$ cat src/rtl/uart_tx_arbiter_pkg.sv
// Shared state encoding and width helper for the uart transmit arbiter.
package uart_tx_arbiter_pkg;

  typedef enum logic [1:0] {
    ST_IDLE = 2'd0,
    ST_SEND = 2'd1,
    ST_HOLD = 2'd2,
    ST_WAIT = 2'd3
  } arb_state_t;

  // Like $clog2, but never returns less than 1 so every counter has at least one bit.
  function automatic int clog2_min1(input int value);
    int width;
    width = 1;
    while ((1 << width) < value) width++;
    return width;
  endfunction

endpackage

$ cat src/rtl/uart_tx_arbiter_rr_pick.sv
// Combinational round-robin picker: first asserted request at or after the pointer, wrapping.
module uart_tx_arbiter_rr_pick #(
  parameter int NREQ = 4,
  parameter int IW   = 2
) (
  input  logic [NREQ-1:0] req,
  input  logic [IW-1:0]   ptr,
  output logic [NREQ-1:0] pick,
  output logic [IW-1:0]   pick_idx,
  output logic            any
);

  int cand;

  always_comb begin
    pick     = '0;
    pick_idx = '0;
    any      = 1'b0;
    cand     = 0;
    for (int k = 0; k < NREQ; k++) begin
      cand = int'(ptr) + k;
      if (cand >= NREQ) cand = cand - NREQ;
      if (!any && req[cand]) begin
        any        = 1'b1;
        pick[cand] = 1'b1;
        pick_idx   = IW'(cand);
      end
    end
  end

endmodule

$ cat src/rtl/uart_tx_arbiter.sv
// Shares one uart transmit port between NREQ byte-stream requesters with round-robin,
// packet-locked grants and a strobe/ready holdoff so no byte overruns the uart.
module uart_tx_arbiter
  import uart_tx_arbiter_pkg::*;
#(
  parameter int NREQ    = 4,
  parameter int HOLDOFF = 3,
  parameter int TIMEOUT = 1024
) (
  input  logic              clk,
  input  logic              reset,
  input  logic [NREQ-1:0]   req_valid,
  input  logic [8*NREQ-1:0] req_data,
  input  logic [NREQ-1:0]   req_last,
  output logic [NREQ-1:0]   req_ack,
  output logic [NREQ-1:0]   grant,
  output logic [7:0]        txd,
  output logic              txd_strobe,
  input  logic              txd_ready,
  output logic              timeout
);

  localparam int IW = clog2_min1(NREQ);
  localparam int HW = clog2_min1(HOLDOFF + 1);
  localparam int CW = clog2_min1(TIMEOUT + 1);
  localparam logic [IW-1:0] LAST_IDX   = IW'(NREQ - 1);
  localparam logic [HW-1:0] HOLD_LOAD  = HW'(HOLDOFF);
  localparam logic [CW-1:0] IDLE_LIMIT = CW'(TIMEOUT);

  arb_state_t      state;
  logic [IW-1:0]   ptr;
  logic [IW-1:0]   owner;
  logic [IW-1:0]   next_ptr;
  logic [IW-1:0]   pick_idx;
  logic [NREQ-1:0] pick;
  logic            pick_any;
  logic            pkt_end;
  logic [HW-1:0]   hold_cnt;
  logic [CW-1:0]   idle_cnt;

  uart_tx_arbiter_rr_pick #(
    .NREQ (NREQ),
    .IW   (IW)
  ) u_rr_pick (
    .req      (req_valid),
    .ptr      (ptr),
    .pick     (pick),
    .pick_idx (pick_idx),
    .any      (pick_any)
  );

  // Rotation always restarts just past the requester that last held the port.
  assign next_ptr = (owner == LAST_IDX) ? '0 : owner + IW'(1);

  always_ff @(posedge clk or posedge reset) begin
    if (reset) begin
      state      <= ST_IDLE;
      ptr        <= '0;
      owner      <= '0;
      pkt_end    <= 1'b0;
      hold_cnt   <= '0;
      idle_cnt   <= '0;
      grant      <= '0;
      req_ack    <= '0;
      txd        <= '0;
      txd_strobe <= 1'b0;
      timeout    <= 1'b0;
    end else begin
      txd_strobe <= 1'b0;
      req_ack    <= '0;
      timeout    <= 1'b0;
      case (state)
        ST_IDLE: begin
          if (txd_ready && pick_any) begin
            grant   <= pick;
            owner   <= pick_idx;
            pkt_end <= 1'b0;
            state   <= ST_SEND;
          end
        end
        ST_SEND: begin
          txd        <= req_data[8*owner +: 8];
          txd_strobe <= 1'b1;
          req_ack    <= grant;
          hold_cnt   <= HOLD_LOAD;
          idle_cnt   <= '0;
          if (req_last[owner]) begin
            ptr     <= next_ptr;
            pkt_end <= 1'b1;
          end
          state <= ST_HOLD;
        end
        // The uart only drops ready a couple of cycles after our strobe, so ready is ignored here.
        ST_HOLD: begin
          if (hold_cnt != '0) hold_cnt <= hold_cnt - HW'(1);
          if (hold_cnt <= HW'(1)) state <= ST_WAIT;
        end
        ST_WAIT: begin
          if (pkt_end) begin
            if (txd_ready) begin
              grant   <= '0;
              pkt_end <= 1'b0;
              state   <= ST_IDLE;
            end
          end else if (req_valid[owner]) begin
            idle_cnt <= '0;
            if (txd_ready) state <= ST_SEND;
          end else if ((TIMEOUT != 0) && (idle_cnt == IDLE_LIMIT - CW'(1))) begin
            timeout  <= 1'b1;
            ptr      <= next_ptr;
            grant    <= '0;
            idle_cnt <= '0;
            state    <= ST_IDLE;
          end else if (idle_cnt != IDLE_LIMIT) begin
            idle_cnt <= idle_cnt + CW'(1);
          end
        end
        default: state <= ST_IDLE;
      endcase
    end
  end

endmodule

$ cat config.mk
export PLATFORM = sky130hd
export DESIGN_NAME = uart_tx_arbiter
export DESIGN_NICKNAME = d
export VERILOG_FILES = /design/src/rtl/uart_tx_arbiter_pkg.sv /design/src/rtl/uart_tx_arbiter_rr_pick.sv /design/src/rtl/uart_tx_arbiter.sv
export SDC_FILE = /design/constraint.sdc
export NUM_CORES = 1
export LEC_CHECK = 0
export ABC_CLOCK_PERIOD_IN_PS = 2420
export BUFFER_PORTS_ARGS = -buffer_cell sky130_fd_sc_hd__buf_2
export CAP_MARGIN = 40
export CORE_MARGIN = 8
export CORE_UTILIZATION = 40
export DETAILED_ROUTE_END_ITERATION = 8
export GPL_TIMING_DRIVEN = 0
export SYNTH_ARGS = -nofsm -noshare
export SYNTH_HDL_FRONTEND = slang
export SYNTH_SLANG_ARGS = --single-unit
$ cat constraint.sdc
create_clock -name clk -period 2.42 [get_ports clk]
set_input_delay 0.121 -clock clk [delete_from_list [all_inputs] [get_ports clk]]
set_output_delay 0.121 -clock clk [all_outputs]
set_load 0.01 [all_outputs]
==> flow_summary.json, run 1 <==
{
  "gp_congestion": 0.812,
  "path_max_fanout": 10,
  "synth.cell_area_um2": 2610,
  "grt_setup_unrepaired": "false",
  "p_int_mw": 2.15,
  "fin_cells": 402,
  "totalWireLength_um": 6800,
  "crit_type": "flip-flop to flip-flop",
  "setup_viol": 0,
  "hold_class": "primary input to async pin",
  "cts.htree.levels": 2,
  "timing.fmax_mhz": 433,
  "ys.flop_type": "dfrtp_1",
  "ys_types": 55,
  "worstPathArrival_ns": 2.52,
  "area_growth_pct": 22.7,
  "drv_slew": 0,
  "n_antenna_cell": 0,
  "grt_pass1_vias": 2262,
  "layout.nets": 381,
  "clock_latency_ns": 0.29,
  "cp-end-kind": "flip-flop",
  "hpwl_um": 5170,
  "antenna_found_initial": 0,
  "utilization_pct": 50.7,
  "fin_skew_ns": 0.00694,
  "hold_viol_final": 0,
  "dr.first_iter.drc_count": 98,
  "synth-seq-cells": 38,
  "dr.pass1.iters": 4,
  "ant_nets": 0,
  "tns_ns": 0,
  "postSynthCellCount": 258,
  "dp.cells": 394,
  "start_util_pct": 41.3,
  "vias": 2271,
  "wl_per_cell_um": 16.9,
  "grt_usage_pct": 14.7,
  "drv_cap": 0,
  "dieArea_um2": 9370,
  "clk_pin_slew_ns": 0.07,
  "synth_nets": 314,
  "p_per_area_nw_per_um2": 1130,
  "die_w_um": 96.8,
  "sw_frac_of_total_pct": 40.8,
  "fill_cells": 592,
  "p_clk_share_pct": 15.0,
  "via_per_inst": 5.65,
  "drc": 0,
  "critPathRequiredTime_ns": 2.63,
  "cts_buffers": 5,
  "avgSynthCellArea_um2": 10.1,
  "ys_seq_area_share_pct": 36.4,
  "setup_slack_ns": 0.112,
  "coreArea_um2": 6310,
  "min_period_over_period_pct": 95.4,
  "slew-limit-headroom_pct": 57.5,
  "final_cell_area_um2": 3200,
  "synth_edf_count": 0,
  "pwr-share-seq_pct": 27.8,
  "clockBufferDepth": 2,
  "cts-root-buf": "clkbuf_8",
  "portBuffers": 58,
  "worst_pin_slew_ns": 0.638,
  "pwr-share-comb_pct": 57.2,
  "fin_crit_ns": 2.31,
  "synth_warnings": 0,
  "multiInputGateArea_um2": 1560,
  "status": "complete, no violations",
  "dieHeight_um": 96.8,
  "seqCellArea_um2": 951,
  "async_flop_share_pct": 100,
  "peakVddDrop_v": 0.000558,
  "num_rows": 29,
  "pin_count": 61,
  "place_area_um2": 3020,
  "start_kind": "flip-flop",
  "grt_overflow_total": 0,
  "pre_cts_slack_ns": -0.356,
  "power.total_mw": 3.63,
  "p_sw_mw": 1.48,
  "cts.sinks": 38,
  "cts_tree": "done",
  "grt_max_degree": 37,
  "hold_slack_ns": 0.251,
  "drive_gt1_share_pct": 33.2,
  "grt_pass1_wl_um": 11700,
  "p_leak_nw": 1.46
}
-- logic make-up (layout without fill, tap and decap cells) --
kind of cell,after synthesis,after routing,share of synthesized area (%)
AOI/OAI and AO/OA,67,67,17.7
adders and majority gates,13,13,6.23
buffers and inverters,35,102,5.51
DFF,38,38,36.4
muxes,29,29,17.8
and+or+nand+nor,76,76,16.3
-- cells in the mapped netlist, drive strengths merged, types with 2 or more instances --
master / instances / area share, %
o41ai: 3 / 1.3
o2111ai: 2 / 0.67
mux4: 13 / 11
clkbuf: 7 / 1.0
and2: 3 / 0.72
mux2i: 7 / 2.7
a21oi: 15 / 2.9
o21a: 2 / 0.58
and3: 2 / 0.48
nand2b: 8 / 2.2
buf: 6 / 1.3
inv: 22 / 3.2
a211oi: 4 / 1.2
mux2: 9 / 3.9
o21ai: 16 / 3.1
nor3: 7 / 1.3
or4: 2 / 0.58
nor2: 19 / 2.7
nor4: 2 / 0.72
ha: 13 / 6.2
o31ai: 4 / 1.2
dfrtp: 38 / 36
nor4b: 2 / 0.67
nand3: 3 / 0.58
nand3b: 5 / 1.4
a21o: 2 / 0.58
nor2b: 4 / 0.96
nand2: 12 / 1.7
a221oi: 4 / 1.3
or2: 2 / 0.48
o221ai: 2 / 0.67
-- per-layer routing --
metal,GRT usage [%],wire length [um],vias to the layer above
li1,-,-,1093
met3,3.49,283,8
met4,5.21,119,0
met1,18.7,3120,1118
met5,0,0,-
met2,23.9,3280,52
-- what timing repair did --
item / 4_1_cts / 5_1_grt
resized for setup: 4 / 9
setup endpoints to repair: 4 / 18
buffers inserted: 0 / 1
endpoints found under the hold margin: 38 / 0
gates cloned: 0 / 0
hold buffers: 1 / 0
-- layout make-up --
cell class | instances | share of cell area [%]
multi-input cells | 185 | 48.8
flip-flops and latches | 38 | 29.7
repair buffers | 61 | 10.2
well taps | 77 | 3.01
clock buffers | 6 | 2.58
inverters | 22 | 2.58
plain buffers | 12 | 2.15
clock inverters | 1 | 0.938
-- placed cells by master, fill, tap and decap left out, drive strengths merged, types with 5 or more instances in the layout --
cell     n
a21oi   15
buf     66
clkbuf  12
dfrtp   38
ha      13
inv     22
mux2     9
mux2i    7
mux4    13
nand2   12
nand2b   8
nand3b   5
nor2    19
nor3     7
o21ai   16
-- power groups by stage --
| stage | Sequential, mW | Combinational (mW) | Clock (mW) |
|---|---|---|---|
| floorplan | 1.04 | 1.40 | 0 |
| global placement | 1.01 | 1.92 | 0 |
| detailed placement | 1.02 | 1.98 | 0 |
| CTS | 1.01 | 1.99 | 0.562 |
| global route | 1.05 | 2.29 | 0.595 |
| finish | 1.01 | 2.08 | 0.545 |
-- worst max-delay path, stage by stage, from the launching register on --
cell      delay, ns
dfrtp_1        0.42
buf_6          0.15
buf_4          0.17
inv_1          0.11
ha_4           0.32
mux4_2         0.37
nand3b_1       0.22
a221oi_2       0.25
a21oi_1        0.07
mux2i_1        0.15
-- worst paths after layout --
| path | startpoint | to | slack (ns) | depth (start not counted) |
|---|---|---|---|---|
| worst max register to register | ptr[0] | grant[0] | 0.11 | 9 |
| worst min-delay path | reset | txd[1] | 0.25 | 3 |
| worst min register to register | txd[1] | txd[1] | 0.50 | 1 |
| min in group clk | txd_ready | pkt_end | 0.28 | 4 |
| max in group asynchronous | reset | idle_cnt[1] | 1.78 | 4 |
| worst max-delay path | ptr[0] | grant[0] | 0.11 | 9 |
-- state kept, by name, summed over array words and instances (netlist names) --
| signal | cells |
|---|---|
| idle_cnt | 11 |
| txd | 8 |
| grant | 4 |
| req_ack | 4 |
| hold_cnt | 2 |
| owner | 2 |
| ptr | 2 |
| state | 2 |
| pkt_end | 1 |
| timeout | 1 |
| txd_strobe | 1 |
No activity file was read; power rests on OpenSTA's default activity.
==> run 2, diff against run 1 <==
--- a/config.mk
+++ b/config.mk
@@ -12,6 +12,7 @@
 export CORE_UTILIZATION = 40
 export DETAILED_ROUTE_END_ITERATION = 8
 export GPL_TIMING_DRIVEN = 0
+export REMOVE_ABC_BUFFERS = 1
 export SYNTH_ARGS = -nofsm -noshare
 export SYNTH_HDL_FRONTEND = slang
 export SYNTH_SLANG_ARGS = --single-unit
==> flow_summary.json, run 2 (same netlist as run 1, synthesis figures left out) <==
{
  "status": "complete, no violations",
  "whs_path_depth": 3,
  "layout_common_cells": "buf_2 (60), dfrtp_1 (34), inv_1 (21)",
  "path_max_fanout": 9,
  "hold_slack_ns": 0.286,
  "vias": 2250,
  "p_clk_share_pct": 13.8,
  "utilization_pct": 51.5,
  "totalWireLength_um": 6340,
  "p_int_mw": 2.18,
  "n_antenna_cell": 0,
  "cts_tree": "done",
  "pwr-share-seq_pct": 30.1,
  "clk_pin_slew_ns": 0.07,
  "r2r_setup_slack_ns": 0.15,
  "gp_congestion": 0.801,
  "start_kind": "flip-flop",
  "timing.fmax_mhz": 440,
  "dr.first_iter.drc_count": 76,
  "hold_class": "primary input to flip-flop",
  "layout.nets": 381,
  "grt_overflow_total": 0,
  "final_common_cell": "buf_2",
  "cp_slowest_cell": "dfrtp_1",
  "hpwl_um": 4840,
  "drv_cap": 0,
  "wirelength_met1_um": 2680,
  "wl_per_cell_um": 15.7,
  "largestRegisters": "idle_cnt: 11 flops, txd: 8 flops",
  "drive_gt1_share_pct": 36.8,
  "dieArea_um2": 9370,
  "grt_setup_unrepaired": "false",
  "top_layer_used": "met4",
  "fin_skew_ns": 0.00414,
  "worst_pin_slew_ns": 0.531,
  "area_growth_pct": 24.5,
  "cp-end-kind": "flip-flop",
  "portBuffers": 60,
  "drv_slew": 0,
  "pwr-share-comb_pct": 56.1,
  "fin_crit_ns": 2.27,
  "pre_cts_slack_ns": -0.251,
  "grt_usage_pct": 13.5,
  "setup.worst_path.start": "state[1]",
  "largest_reg_flops": 11,
  "slew-limit-headroom_pct": 64.1,
  "sw_frac_of_total_pct": 39.7,
  "pin_count": 61,
  "rr_worst_depth": 8,
  "holdCritStartpoint": "req_data[7]",
  "num_rows": 29,
  "dr.pass1.iters": 4,
  "max_stage_delay_ns": 0.45,
  "met3_length_um": 159,
  "r2r-start": "state[1]",
  "antenna_found_initial": 0,
  "grt_max_degree": 22,
  "holdPathEnd": "txd[7]",
  "start_util_pct": 41.3,
  "via_per_inst": 5.58,
  "worstPathArrival_ns": 2.46,
  "setup_viol": 0,
  "r2r_end": "idle_cnt[5]",
  "regMostFlops": "idle_cnt",
  "p_per_area_nw_per_um2": 1110,
  "peakVddDrop_v": 0.000610,
  "dieHeight_um": 96.8,
  "cts_buffers": 5,
  "setup_slack_ns": 0.148,
  "clock_latency_ns": 0.28,
  "cts.htree.levels": 2,
  "hold_viol_final": 0,
  "route.met2.wl_um": 3480,
  "die_w_um": 96.8,
  "clockBufferDepth": 2,
  "cts-root-buf": "clkbuf_8",
  "p_sw_mw": 1.44,
  "crit_type": "flip-flop to flip-flop",
  "grt_pass1_wl_um": 10800,
  "min_period_over_period_pct": 93.9,
  "ant_nets": 0,
  "grt_pass1_vias": 2243,
  "coreArea_um2": 6310,
  "crit_path_cell_trace": "inv_1, ha_4, nor2b_1, nand4b_1, o22ai_2, buf_4, or3_4, o41ai_2",
  "cts.sinks": 38,
  "p_leak_nw": 1.48,
  "critPathRequiredTime_ns": 2.60,
  "drc": 0
}
[run 2: critical path: cells and delay by family (launching register included)]
family / cells / cell delay (ns)
buffers and inverters: 2 / 0.33
AO/OA/AOI/OAI: 2 / 0.44
flip-flops: 1 / 0.45
AND/OR/NAND/NOR: 3 / 0.76
adder cells (fa/ha/maj): 1 / 0.19
[run 2: area by class of cell]
type	instances	area, um^2
clock buffers	8	110
fillers	592	3060
repair buffers	73	420
flip-flops and latches	38	961
well taps	77	96.3
multi-input cells	185	1580
inverters	22	82.6
[run 2: power by group through the flow]
stage / registers, mW / clock network, mW / logic, mW
finish: 1.09 / 0.497 / 2.03
global route: 1.14 / 0.543 / 2.25
CTS: 1.09 / 0.519 / 1.83
detailed placement: 1.10 / 0 / 1.82
global placement: 1.10 / 0 / 1.78
floorplan: 1.11 / 0 / 1.28
[run 2: timing repair]
| action | CTS | global route |
|---|---|---|
| setup buffers | 0 | 10 |
| hold endpoints to repair | 17 | 0 |
| hold buffers | 1 | 0 |
| pin swaps | 0 | 1 |
| gates resized for setup | 3 | 13 |
| setup endpoints to repair | 14 | 13 |
[run 2: per-layer routing]
| layer | global-route usage, % | vias up |
|---|---|---|
| met4 | 4.14 | 0 |
| met5 | 0 | - |
| met2 | 23.5 | 33 |
| met1 | 16.3 | 1118 |
| met3 | 2.35 | 2 |
| li1 | - | 1097 |
[run 2: how the worst max path moves through the flow]
| stage | to | slack, ns | cells past startpoint |
|---|---|---|---|
| after detailed placement | idle_cnt[5] | -0.25 | 8 |
| final | idle_cnt[5] | 0.15 | 8 |
| after global routing | idle_cnt[5] | 0.006 | 8 |
| after floorplan | idle_cnt[5] | 0.09 | 4 |
| after global placement | idle_cnt[7] | -0.36 | 4 |
| after CTS | idle_cnt[5] | -0.04 | 8 |
[run 2: per-stage QoR]
stage	area (um^2)	cells	TNS, ns	power, mW
floorplan	2550	245	0	2.39
global placement	2950	382	-3.85	2.88
detailed placement	2980	384	-1.33	2.92
CTS	3110	393	-0.0430	3.44
global route	3250	403	0	3.93
finish	3250	403	0	3.62
